`src/rtl/hc_serial_rx_pkg.sv`:
```
// hc_pkg: shared definitions for the Hamming serial receive path.
//   - codeword position indices (c1=p1, c2=p2, c3=d1, c4=p4, c5=d2, c6=d3, c7=d4)
//   - hc_cw_w(): codeword width (8 with overall parity c0, 7 without)
//   - hc_entry_t: one decoded output entry {data, err, dbl}
//   - hc_syndrome(): {s4,s2,s1} over a codeword indexed by position
package hc_pkg;

  localparam int unsigned P1 = 1;
  localparam int unsigned P2 = 2;
  localparam int unsigned D1 = 3;
  localparam int unsigned P4 = 4;
  localparam int unsigned D2 = 5;
  localparam int unsigned D3 = 6;
  localparam int unsigned D4 = 7;

  typedef struct packed {
    logic [3:0] data;
    logic       err;
    logic       dbl;
  } hc_entry_t;

  function automatic int unsigned hc_cw_w(input int unsigned secded);
    return (secded != 0) ? 8 : 7;
  endfunction

  function automatic logic [2:0] hc_syndrome(input logic [7:0] cw);
    hc_syndrome = {cw[P4] ^ cw[D2] ^ cw[D3] ^ cw[D4],
                   cw[P2] ^ cw[D1] ^ cw[D3] ^ cw[D4],
                   cw[P1] ^ cw[D1] ^ cw[D2] ^ cw[D4]};
  endfunction

endpackage

```
`src/rtl/hc_serial_rx_if.sv`:
```
// hc_serial_rx_if: serial input and decoded-nibble output handshake of hc_serial_rx.
//   i_bit/i_bit_vld/i_sync : serial codeword bits, first-bit marker
//   o_data/o_err_flag/o_dbl_err/o_vld, i_rdy : valid/ready stream of decoded entries
//   slave  : receiver side (the decoder)
//   master : line driver and nibble consumer side
interface hc_serial_rx_if;
  logic       i_bit;
  logic       i_bit_vld;
  logic       i_sync;
  logic [3:0] o_data;
  logic       o_err_flag;
  logic       o_dbl_err;
  logic       o_vld;
  logic       i_rdy;

  modport slave (
    input  i_bit, i_bit_vld, i_sync, i_rdy,
    output o_data, o_err_flag, o_dbl_err, o_vld
  );

  modport master (
    output i_bit, i_bit_vld, i_sync, i_rdy,
    input  o_data, o_err_flag, o_dbl_err, o_vld
  );
endinterface

```
`src/rtl/hc_sync_fifo.sv`:
```
// hc_sync_fifo: synchronous FIFO of DEPTH entries of type T (DEPTH power of 2, >= 2).
//   clk_i, rst_i   : clock, asynchronous active-high reset
//   wr_en_i/wr_data_i : push request; accepted when not full or when a pop happens the same cycle
//   rd_en_i        : pop the head (ignored when empty)
//   rd_data_o      : head entry, all zeros when empty
//   full_o/empty_o : occupancy flags
module hc_sync_fifo #(
  parameter int unsigned DEPTH = 4,
  parameter type         T     = logic [7:0]
) (
  input  logic clk_i,
  input  logic rst_i,
  input  logic wr_en_i,
  input  T     wr_data_i,
  input  logic rd_en_i,
  output T     rd_data_o,
  output logic full_o,
  output logic empty_o
);

  localparam int unsigned AW = $clog2(DEPTH);

  T              mem_q [DEPTH];
  logic [AW-1:0] wr_ptr_q, rd_ptr_q;
  logic [AW:0]   cnt_q;
  logic          do_wr, do_rd;

  always_comb begin
    full_o    = (cnt_q == (AW+1)'(DEPTH));
    empty_o   = (cnt_q == '0);
    do_rd     = rd_en_i && !empty_o;
    do_wr     = wr_en_i && (!full_o || do_rd);
    rd_data_o = empty_o ? '0 : mem_q[rd_ptr_q];
  end

  always_ff @(posedge clk_i or posedge rst_i) begin
    if (rst_i) begin
      wr_ptr_q <= '0;
      rd_ptr_q <= '0;
      cnt_q    <= '0;
    end else begin
      if (do_wr) wr_ptr_q <= wr_ptr_q + AW'(1);
      if (do_rd) rd_ptr_q <= rd_ptr_q + AW'(1);
      if (do_wr && !do_rd)      cnt_q <= cnt_q + (AW+1)'(1);
      else if (do_rd && !do_wr) cnt_q <= cnt_q - (AW+1)'(1);
    end
  end

  always_ff @(posedge clk_i) begin
    if (do_wr) mem_q[wr_ptr_q] <= wr_data_i;
  end

endmodule

```
`src/rtl/hc_serial_rx.sv`:
```
// hc_serial_rx: bit-serial Hamming(7,4) / SECDED(8,4) receiver.
//   i_clk, i_rst   : clock, asynchronous active-high reset
//   bus (slave)    : serial bits in (i_bit, i_bit_vld, i_sync), decoded stream out
//                    (o_data, o_err_flag, o_dbl_err, o_vld, i_rdy)
//   o_ovf          : sticky, a decoded word was dropped on a full FIFO
//   o_corr_cnt     : saturating count of corrected words
//   o_uncorr_cnt   : saturating count of uncorrectable words
//   i_clr_cnt      : synchronous clear of both counters and o_ovf
// Path: deserializer -> codeword register -> decode (comb) -> FIFO write.
module hc_serial_rx
  import hc_pkg::*;
#(
  parameter int unsigned SECDED = 1,
  parameter int unsigned DEPTH  = 4,
  parameter int unsigned CNT_W  = 16
) (
  input  logic             i_clk,
  input  logic             i_rst,
  hc_serial_rx_if.slave    bus,
  output logic             o_ovf,
  output logic [CNT_W-1:0] o_corr_cnt,
  output logic [CNT_W-1:0] o_uncorr_cnt,
  input  logic             i_clr_cnt
);

  localparam int unsigned CW_W  = hc_cw_w(SECDED);
  // Position of the first serial bit: c0 with SECDED, c1 without.
  localparam int unsigned FIRST = (SECDED != 0) ? 0 : 1;

  logic [2:0]       bcnt_q, bcnt_d, idx;
  logic [7:0]       word_q, word_d;
  logic [7:0]       cw_q, cw_d;
  logic             cw_vld_q, cw_vld_d;
  logic [2:0]       syn;
  logic             par;
  logic [7:0]       fixed;
  hc_entry_t        entry, head;
  logic             fifo_full, fifo_empty, pop;
  logic             ovf_q, ovf_d;
  logic [CNT_W-1:0] corr_q, corr_d, unc_q, unc_d;

  // Deserializer: bits land directly at their codeword position; the
  // completed word is handed to the decode register with no bubble.
  always_comb begin
    bcnt_d   = bcnt_q;
    word_d   = word_q;
    cw_d     = cw_q;
    cw_vld_d = 1'b0;
    idx      = bus.i_sync ? '0 : bcnt_q;
    if (bus.i_bit_vld) begin
      if (bus.i_sync) word_d = '0;
      word_d[idx + 3'(FIRST)] = bus.i_bit;
      if (idx == 3'(CW_W - 1)) begin
        cw_d     = word_d;
        cw_vld_d = 1'b1;
        bcnt_d   = '0;
        word_d   = '0;
      end else begin
        bcnt_d = idx + 3'd1;
      end
    end
  end

  // Decode: with SECDED an odd overall parity means a single error at
  // position syn (syn=0 is c0 itself); even parity with syn!=0 is a double.
  always_comb begin
    syn   = hc_syndrome(cw_q);
    par   = ^cw_q;
    fixed = cw_q;
    entry = '0;
    if (SECDED != 0) begin
      if (par) begin
        fixed[syn] = ~fixed[syn];
        entry.err  = 1'b1;
      end else if (syn != '0) begin
        entry.dbl  = 1'b1;
      end
    end else if (syn != '0) begin
      fixed[syn] = ~fixed[syn];
      entry.err  = 1'b1;
    end
    entry.data = {fixed[D4], fixed[D3], fixed[D2], fixed[D1]};
  end

  assign pop = !fifo_empty && bus.i_rdy;

  always_comb begin
    ovf_d  = ovf_q;
    corr_d = corr_q;
    unc_d  = unc_q;
    if (i_clr_cnt) begin
      ovf_d  = 1'b0;
      corr_d = '0;
      unc_d  = '0;
    end else if (cw_vld_q) begin
      if (fifo_full && !pop)               ovf_d  = 1'b1;
      if (entry.err && (corr_q != '1))     corr_d = corr_q + CNT_W'(1);
      if (entry.dbl && (unc_q != '1))      unc_d  = unc_q + CNT_W'(1);
    end
  end

  always_ff @(posedge i_clk or posedge i_rst) begin
    if (i_rst) begin
      bcnt_q   <= '0;
      word_q   <= '0;
      cw_q     <= '0;
      cw_vld_q <= 1'b0;
      ovf_q    <= 1'b0;
      corr_q   <= '0;
      unc_q    <= '0;
    end else begin
      bcnt_q   <= bcnt_d;
      word_q   <= word_d;
      cw_q     <= cw_d;
      cw_vld_q <= cw_vld_d;
      ovf_q    <= ovf_d;
      corr_q   <= corr_d;
      unc_q    <= unc_d;
    end
  end

  hc_sync_fifo #(
    .DEPTH (DEPTH),
    .T     (hc_entry_t)
  ) u_fifo (
    .clk_i     (i_clk),
    .rst_i     (i_rst),
    .wr_en_i   (cw_vld_q),
    .wr_data_i (entry),
    .rd_en_i   (pop),
    .rd_data_o (head),
    .full_o    (fifo_full),
    .empty_o   (fifo_empty)
  );

  assign bus.o_data     = head.data;
  assign bus.o_err_flag = head.err;
  assign bus.o_dbl_err  = head.dbl;
  assign bus.o_vld      = !fifo_empty;
  assign o_ovf          = ovf_q;
  assign o_corr_cnt     = corr_q;
  assign o_uncorr_cnt   = unc_q;

endmodule
```
`src/flat_wrapper.sv`:
```
// flat-port wrapper written by rule: the top's interface ports become plain ports
module hc_serial_rx_flat import hc_pkg::*;
#(
  parameter int unsigned SECDED = 1,
  parameter int unsigned DEPTH  = 4,
  parameter int unsigned CNT_W  = 16
)
  (i_clk, i_rst, o_ovf, o_corr_cnt, o_uncorr_cnt, i_clr_cnt, bus_i_bit, bus_i_bit_vld, bus_i_sync, bus_i_rdy, bus_o_data, bus_o_err_flag, bus_o_dbl_err, bus_o_vld);
  hc_serial_rx_if bus_i ();
  input  logic i_clk;
  input  logic i_rst;
  output logic o_ovf;
  output logic [CNT_W-1:0] o_corr_cnt;
  output logic [CNT_W-1:0] o_uncorr_cnt;
  input  logic i_clr_cnt;
  input wire logic [$bits(bus_i.i_bit)-1:0] bus_i_bit;
  input wire logic [$bits(bus_i.i_bit_vld)-1:0] bus_i_bit_vld;
  input wire logic [$bits(bus_i.i_sync)-1:0] bus_i_sync;
  input wire logic [$bits(bus_i.i_rdy)-1:0] bus_i_rdy;
  output wire logic [$bits(bus_i.o_data)-1:0] bus_o_data;
  output wire logic [$bits(bus_i.o_err_flag)-1:0] bus_o_err_flag;
  output wire logic [$bits(bus_i.o_dbl_err)-1:0] bus_o_dbl_err;
  output wire logic [$bits(bus_i.o_vld)-1:0] bus_o_vld;
  assign bus_i.i_bit = bus_i_bit;
  assign bus_i.i_bit_vld = bus_i_bit_vld;
  assign bus_i.i_sync = bus_i_sync;
  assign bus_i.i_rdy = bus_i_rdy;
  assign bus_o_data = bus_i.o_data;
  assign bus_o_err_flag = bus_i.o_err_flag;
  assign bus_o_dbl_err = bus_i.o_dbl_err;
  assign bus_o_vld = bus_i.o_vld;
  hc_serial_rx #(.SECDED(SECDED), .DEPTH(DEPTH), .CNT_W(CNT_W)) u_core (.i_clk(i_clk), .i_rst(i_rst), .bus(bus_i), .o_ovf(o_ovf), .o_corr_cnt(o_corr_cnt), .o_uncorr_cnt(o_uncorr_cnt), .i_clr_cnt(i_clr_cnt));
endmodule
```
`config.mk`:
```
export PLATFORM = sky130hd
export DESIGN_NAME = hc_serial_rx_flat
export DESIGN_NICKNAME = d
export VERILOG_FILES = /design/src/rtl/hc_serial_rx_pkg.sv /design/src/rtl/hc_serial_rx_if.sv /design/src/rtl/hc_sync_fifo.sv /design/src/rtl/hc_serial_rx.sv /design/src/flat_wrapper.sv
export SDC_FILE = /design/constraint.sdc
export NUM_CORES = 1
export LEC_CHECK = 0
export ABC_AREA = 1
export ABC_CLOCK_PERIOD_IN_PS = 4800
export BUFFER_PORTS_ARGS = -buffer_cell sky130_fd_sc_hd__buf_2
export CAP_MARGIN = 20
export CORE_ASPECT_RATIO = 1.4
export CORE_MARGIN = 2
export CORE_UTILIZATION = 38
export CTS_BUF_LIST = sky130_fd_sc_hd__clkbuf_4
export DETAILED_ROUTE_END_ITERATION = 8
export HOLD_SLACK_MARGIN = 0.02
export PLACE_DENSITY = 0.58
export SYNTH_ARGS = -nofsm -noshare
export SYNTH_HDL_FRONTEND = slang
export SYNTH_SLANG_ARGS = --single-unit
export TNS_END_PERCENT = 10
```
`constraint.sdc`:
```
create_clock -name i_clk -period 4.8 [get_ports i_clk]
set_clock_uncertainty 0.2 [all_clocks]
set_input_delay 0.72 -clock i_clk [delete_from_list [all_inputs] [get_ports i_clk]]
set_output_delay 0.72 -clock i_clk [all_outputs]
set_load 0.005 [all_outputs]
```
* Word-level counts from Yosys, hierarchy flattened
Memories as Yosys holds them, arrays and structs flattened.
Index checks and enable logic that the tools add are counted.
** Operators by class
- Reductions and logical operators :: 28
- $lt $le $gt $ge :: 4
- Muxes and demuxes :: 33
- $add $sub $neg :: 7
- Eq/ne operators :: 4
- Bitwise logic cells :: 10
** Operators by type and width (count)
- 2-to-1 mux 16 bit :: 6
- adder 16 x 1 -> 16 bit (second input constant) :: 2
- 2-to-1 mux 8 bit :: 4
- != test 16 bit (second input constant) :: 2
- bitwise mux 8 bit :: 2
- 2-to-1 mux 1 bit :: 13
- 2-to-1 mux 3 bit :: 4
- logical AND 1 bit :: 10
- nonzero test 2 bit :: 5
- XOR 1 bit :: 9
- < comparator 3 x 4 -> 1 bit (second input constant) :: 2
- AND reduction 2 bit :: 4
- XOR reduction 8 bit :: 1
- adder 3 x 1 -> 3 bit (second input constant) :: 2
- demux 1 bit (select 3 bit) :: 2
- == test 3 bit (second input constant) :: 2
- >= comparator 3 x 1 -> 1 bit (second input constant) :: 2
- 2-to-1 mux 6 bit :: 1
- logical NOT 1 bit :: 5
- adder 2 x 1 -> 2 bit (second input constant) :: 2
- binary-select mux 1 bit (select 3 bit) :: 1
- logical NOT 3 bit :: 1
- nonzero test 3 bit :: 1
- subtractor 3 x 1 -> 3 bit (second input constant) :: 1
- other kinds (2) :: 2
** Word-level totals
- Bits in registers :: 60
- Word-level logic and storage cells :: 97
- RAM bits :: 24
- Memories kept :: 1
- Output and inout port bits :: 40
- Bits of input ports :: 7
** Memory list
- u_core.u_fifo.mem_q :: depth 4, width 6, read ports 1, clocked after memory_dff 0, wr ports 1, RTL line hc_sync_fifo.sv:23 : T mem_q [DEPTH];

* Longest topological paths before layout
- Word-level depth :: 10
- Depth in mapped cells :: 15
- Mapped depth without buffers :: 14

* Cells and area by module
From an unflattened synthesis, not the netlist that was laid out.
** Second synthesis, totals
- Cells, all modules :: 626
- Area, all modules :: 5036.1 µm²
** By module, submodules not included
- hc_serial_rx :: sequential area each 1326.3 µm², cells an instance 471, area an instance 3533.4 µm², instances 1
- hc_sync_fifo :: sequential area each 895.9 µm², cells an instance 155, area an instance 1502.7 µm², instances 1

* Least setup slack after synthesis
No wires, ideal clock.
- Path type :: input port to flip-flop
- Start :: input bus_i_rdy
- End :: register u_core.u_fifo.cnt_q[1]
- Data required time :: 4.475 ns
- Library setup time :: 0.125 ns
- Stages :: 8
- Path slack :: 2.486 ns
- Arrival :: 1.990 ns
- Path buffers :: 0
- Cells stage by stage :: inv_1 > nand3_1 > nand2_1 > inv_1 > ha_1 > inv_1 > fa_1 > mux2_2
** On the way
- Word-level cells in the longest chain between the ends :: 7
- Elaborated cells between the ends (all ways) :: 10
- Those cells by class :: mux (1); reduce/logical (9)
** Ends and longest elaborated chain
- from (decl) :: RTL line flat_wrapper.sv:19 : input wire logic [$bits(bus_i.i_rdy)-1:0] bus_i_rdy;
- logical AND 1 bit * :: RTL line hc_serial_rx.sv:85 : assign pop = !fifo_empty && bus.i_rdy;
- logical AND 1 bit * :: RTL line hc_sync_fifo.sv:31 : do_rd = rd_en_i && !empty_o;
- logical OR 1 bit :: RTL line hc_sync_fifo.sv:32 : do_wr = wr_en_i && (!full_o || do_rd);
- logical AND 1 bit :: RTL line hc_sync_fifo.sv:32
- logical NOT 1 bit :: RTL line hc_sync_fifo.sv:45 : else if (do_rd && !do_wr) cnt_q <= cnt_q - (AW+1)'(1);
- logical AND 1 bit :: RTL line hc_sync_fifo.sv:45
- nonzero test 2 bit (no line)
- to (signal assigned) :: RTL line hc_sync_fifo.sv:44 : if (do_wr && !do_rd) cnt_q <= cnt_q + (AW+1)'(1);
- to (signal assigned) :: RTL line hc_sync_fifo.sv:45
- to (decl) :: RTL line hc_sync_fifo.sv:25 : logic [AW:0] cnt_q;
Every way passes the cells marked *; elsewhere a longest branch is shown, timed or not.
A chain may end at the register's enable or synchronous reset.

* Worst setup path in the final report
- Start :: register u_core.u_fifo.rd_ptr_q[0]
- End :: output bus_o_err_flag
** On the way
- Word-level cells in the longest chain between the ends :: 2
** Ends and longest elaborated chain
- from (decl) :: RTL line hc_sync_fifo.sv:24 : logic [AW-1:0] wr_ptr_q, rd_ptr_q;
- from (signal assigned) :: RTL line hc_sync_fifo.sv:43 : if (do_rd) rd_ptr_q <= rd_ptr_q + AW'(1);
- memory read (4 x 6 bit)
- 2-to-1 mux 6 bit :: RTL line hc_sync_fifo.sv:33 : rd_data_o = empty_o ? '0 : mem_q[rd_ptr_q];
- to (decl) :: RTL line flat_wrapper.sv:21 : output wire logic [$bits(bus_i.o_err_flag)-1:0] bus_o_err_flag;
No other way between the ends.

==> impl_metrics.env <==
export IMPL_nets=652
export IMPL_synth_adder_area_share_pct=2.72
export IMPL_io_pins=47
export IMPL_yosys_cell_types_count=38
export IMPL_period_share_pct=58.7
export IMPL_synth_seq_area_share_pct=45.5
export IMPL_fp_dieH_um=138
export IMPL_die_x_um=99.8
export IMPL_grt_pass1_vias=3794
export IMPL_cts_hold_buf=0
export IMPL_worst_pin_slew_ps=658
export IMPL_hpwl_um=7450
export IMPL_post_cts_setup_buffers=0
export IMPL_track_usage_pct=15.7
export IMPL_nFillCells=1262
export IMPL_path_class="register to output pin"
export IMPL_syn_nets=612
export IMPL_gr_total_overflow=0
export IMPL_grt_max_degree=44
export IMPL_drive_above_1_share_pct=15.6
export IMPL_antenna_found_initial=1
export IMPL_cts_made_buffers=9
export IMPL_place_ws_ps=2270
export IMPL_max_freq_mhz=355
export IMPL_syn_mean_instance_area_sq_um=8.21
export IMPL_crit_path_start="u_core.u_fifo.rd_ptr_q[0]"
export IMPL_port_buffers=46
export IMPL_slowest_stage="dfrtp_1"
export IMPL_endpoint="bus_o_err_flag"
export IMPL_finalSetupViolCount=0
export IMPL_report_final_hold_viol_count=0
export IMPL_synth_simple_area_share_pct=29.1
export IMPL_cts_resized=0
export IMPL_cp_arrival_ps=1900
export IMPL_clk_path_buf_depth=2
export IMPL_synthXorXnorAreaFrac_pct=7.12
export IMPL_synth_seq_cells=84
export IMPL_cp_start_kind="register"
export IMPL_remaining_drc_errors=0
export IMPL_cp_top_family="flip-flops"
export IMPL_rsz0062_at_grt="false"
export IMPL_fin_tns_setup_ps=0
export IMPL_cp_buffers_inverters=2
export IMPL_path_depth=4
export IMPL_tritoncts="done"
export IMPL_synthCells=595
export IMPL_start_util_pct=38.5
export IMPL_firstDrtPassIters=4
export IMPL_required_ps=3880
export IMPL_cts_root_buffer="clkbuf_4"
export IMPL_synth_area_sq_um=4880
export IMPL_crit_fanout=15
export IMPL_final_setup_worst_slack_ps=1980
export IMPL_outcome="finished clean"
export IMPL_post_route_min_period_ps=2820
export IMPL_rr_endpoint="u_core.u_fifo.cnt_q[2]"
export IMPL_core_area_sq_um=12700
export IMPL_r2r_start="u_core.u_fifo.cnt_q[0]"
export IMPL_cellLeakagePower_nw=2.63
export IMPL_synth_mux_area_share_pct=0.231
export IMPL_vias=3972
export IMPL_area_growth_pct=10.1
export IMPL_yosysTopAreaCellShare_pct=30.8
export IMPL_irDropWorstVdd_mv=0.153
export IMPL_clk_pin_slew_ps=140
export IMPL_grt_pass1_wl_um=17900
export IMPL_synth_top_family_by_area="simple AND/OR/NAND/NOR gates"
export IMPL_routed_wl_um=10400
export IMPL_yosys_area_top_type="dfrtp_1"
export IMPL_wl_per_cell_um=13.1
export IMPL_yosysWarnings=0
export IMPL_critPathMaxStageDelay_ps=680
export IMPL_maxCapViolations=0
export IMPL_synth_compound_area_share_pct=7.18
export IMPL_utilization_pct=42.4
export IMPL_fp_row_count=49
export IMPL_cts_num_sinks=84
export IMPL_fp_dieArea_sq_um=13800
export IMPL_synthTopCellsByArea="dfrtp_1, edfxtp_1, nand2_1"
export IMPL_crit_path_cell_trace="inv_1 -> o21ai_0 -> a21oi_1 -> buf_2"
export IMPL_reg2reg_setup_slack_ps=2270
export IMPL_globalplace_congestion=0.862
export IMPL_hold_class="primary input to asynchronous set/reset pin"
export IMPL_drtAntennaViolNets=0
export IMPL_cts_max_level=3
export IMPL_slew_violations=0
export IMPL_power_density_nw_per_um2=327
export IMPL_end_kind="output pin"
export IMPL_clock_latency_ps=420
export IMPL_reg2regPathDepth=11
export IMPL_maxSlewHeadroom_pct=56.0
export IMPL_dr_first_iter_drc_count=179
export IMPL_vias_per_cell=5.00
[where the power goes]
part	switching, mW	total [mW]	internal (mW)
registers	0.0652	0.855	0.790
clock network	0.247	0.465	0.218
logic	0.276	0.438	0.163
[worst register-to-register path, delay by kind of cell, from the launching register on]
kind,cells,cell delay (ps)
flops,1,450
simple gates,3,470
compound gates,2,260
xor+xnor,1,150
buf+inv,3,390
fa+ha+maj,2,510
[cell usage in the layout (no fill, tap or decap), types with 2 or more instances in the layout]
| cell | Yosys | layout |
|---|---|---|
| a21oi_1 | 10 | 10 |
| nand2_1 | 120 | 120 |
| nand2_4 | 3 | 3 |
| buf_4 | 2 | 2 |
| inv_2 | 7 | 8 |
| o21ai_0 | 42 | 42 |
| dfrtp_1 | 60 | 60 |
| o22ai_1 | 8 | 8 |
| nand3_2 | 10 | 10 |
| clkinv_4 | 0 | 2 |
| xnor2_2 | 2 | 2 |
| inv_1 | 69 | 68 |
| or2_2 | 2 | 2 |
| nand4_1 | 24 | 24 |
| edfxtp_1 | 24 | 24 |
| xor2_1 | 33 | 33 |
| nor2_1 | 76 | 76 |
| nand2_2 | 5 | 5 |
| ha_1 | 9 | 9 |
| buf_2 | 1 | 46 |
| xnor2_1 | 3 | 3 |
| nand3_1 | 51 | 51 |
| nor3_1 | 6 | 6 |
| clkbuf_4 | 0 | 10 |
| bufinv_16 | 0 | 2 |
[flip-flops by register name (all words and copies together), names as in the netlist]
register	count
u_core.bcnt_q	3
u_core.cw_q	8
u_core.cw_vld_q	1
u_core.o_corr_cnt	16
u_core.o_ovf	1
u_core.o_uncorr_cnt	16
u_core.u_fifo.cnt_q	3
u_core.u_fifo.mem_q	24
u_core.u_fifo.rd_ptr_q	2
u_core.u_fifo.wr_ptr_q	2
u_core.word_q	8
[worst min path at each step]
stage / start / to / slack [ps] / cells after the start
2_1_floorplan: u_core.cw_q[6] / u_core.cw_q[6] / 270 / 2
3_3_place_gp: u_core.cw_q[6] / u_core.cw_q[6] / 300 / 2
3_5_place_dp: u_core.o_ovf / u_core.o_ovf / 310 / 2
4_1_cts: i_rst / u_core.o_corr_cnt[4] / 50 / 2
5_1_grt: i_rst / u_core.o_ovf / 50 / 2
6_report: i_rst / u_core.o_corr_cnt[4] / 50 / 2
[metal layers]
layer / routed length, um / GRT usage, % / part of all wire (%) / vias up
li1: - / - / - / 2022
met4: 82 / 4.61 / 0.79 / 0
met1: 4650 / 20.1 / 45 / 1887
met2: 5400 / 27.2 / 52 / 59
met3: 276 / 2.63 / 2.7 / 4
met5: 0 / 0 / 0 / -
[kinds of logic (layout without fill, tap and decap cells)]
logic type,count (synthesis),count (layout)
and+or+nand+nor,303,303
xor gates and xnor gates,38,38
buffers and inverters,95,140
DFF,84,84
AOI/OAI and AO/OA,64,64
adders and majority gates,10,10
muxes,1,1
other,0,1
[synth_stat cells (all sizes together)]
cell type  number
a21boi          1
a21oi          10
a31oi           1
buf             8
clkbuf         11
dfrtp          60
edfxtp         24
fa              1
ha              9
inv            76
mux2            1
nand2         128
nand3          61
nand3b          1
nand4          24
nor2           77
nor3            8
nor3b           1
nor4            1
o211ai          1
o21ai          43
o22ai           8
or2             2
xnor2           5
xor2           33
[through the flow]
| stage | hold slack [ps] | std cells | total power, mW | area (sq um) |
|---|---|---|---|---|
| after floorplan | 275 | 595 | 1.18 | 4880 |
| after global placement | 297 | 777 | 1.30 | 5210 |
| after detailed placement | 309 | 777 | 1.31 | 5210 |
| after CTS | 52.2 | 793 | 1.78 | 5370 |
| after global routing | 47.8 | 794 | 1.89 | 5380 |
| final | 50.5 | 794 | 1.76 | 5380 |
[area by class of cell]
type                       count  area (sq um)  area share, %
tap                          153           191           3.56
inverter                      76           285           5.31
timing repair buffer          48           245           4.56
sequential                    84          2220           41.3
clock inverter                 6          90.1           1.68
multi-input combinational    416          2260           42.1
clock buffer                  10          75.1           1.40
antenna                        1          2.50         0.0466
No activity file was read; power rests on OpenSTA's default activity.
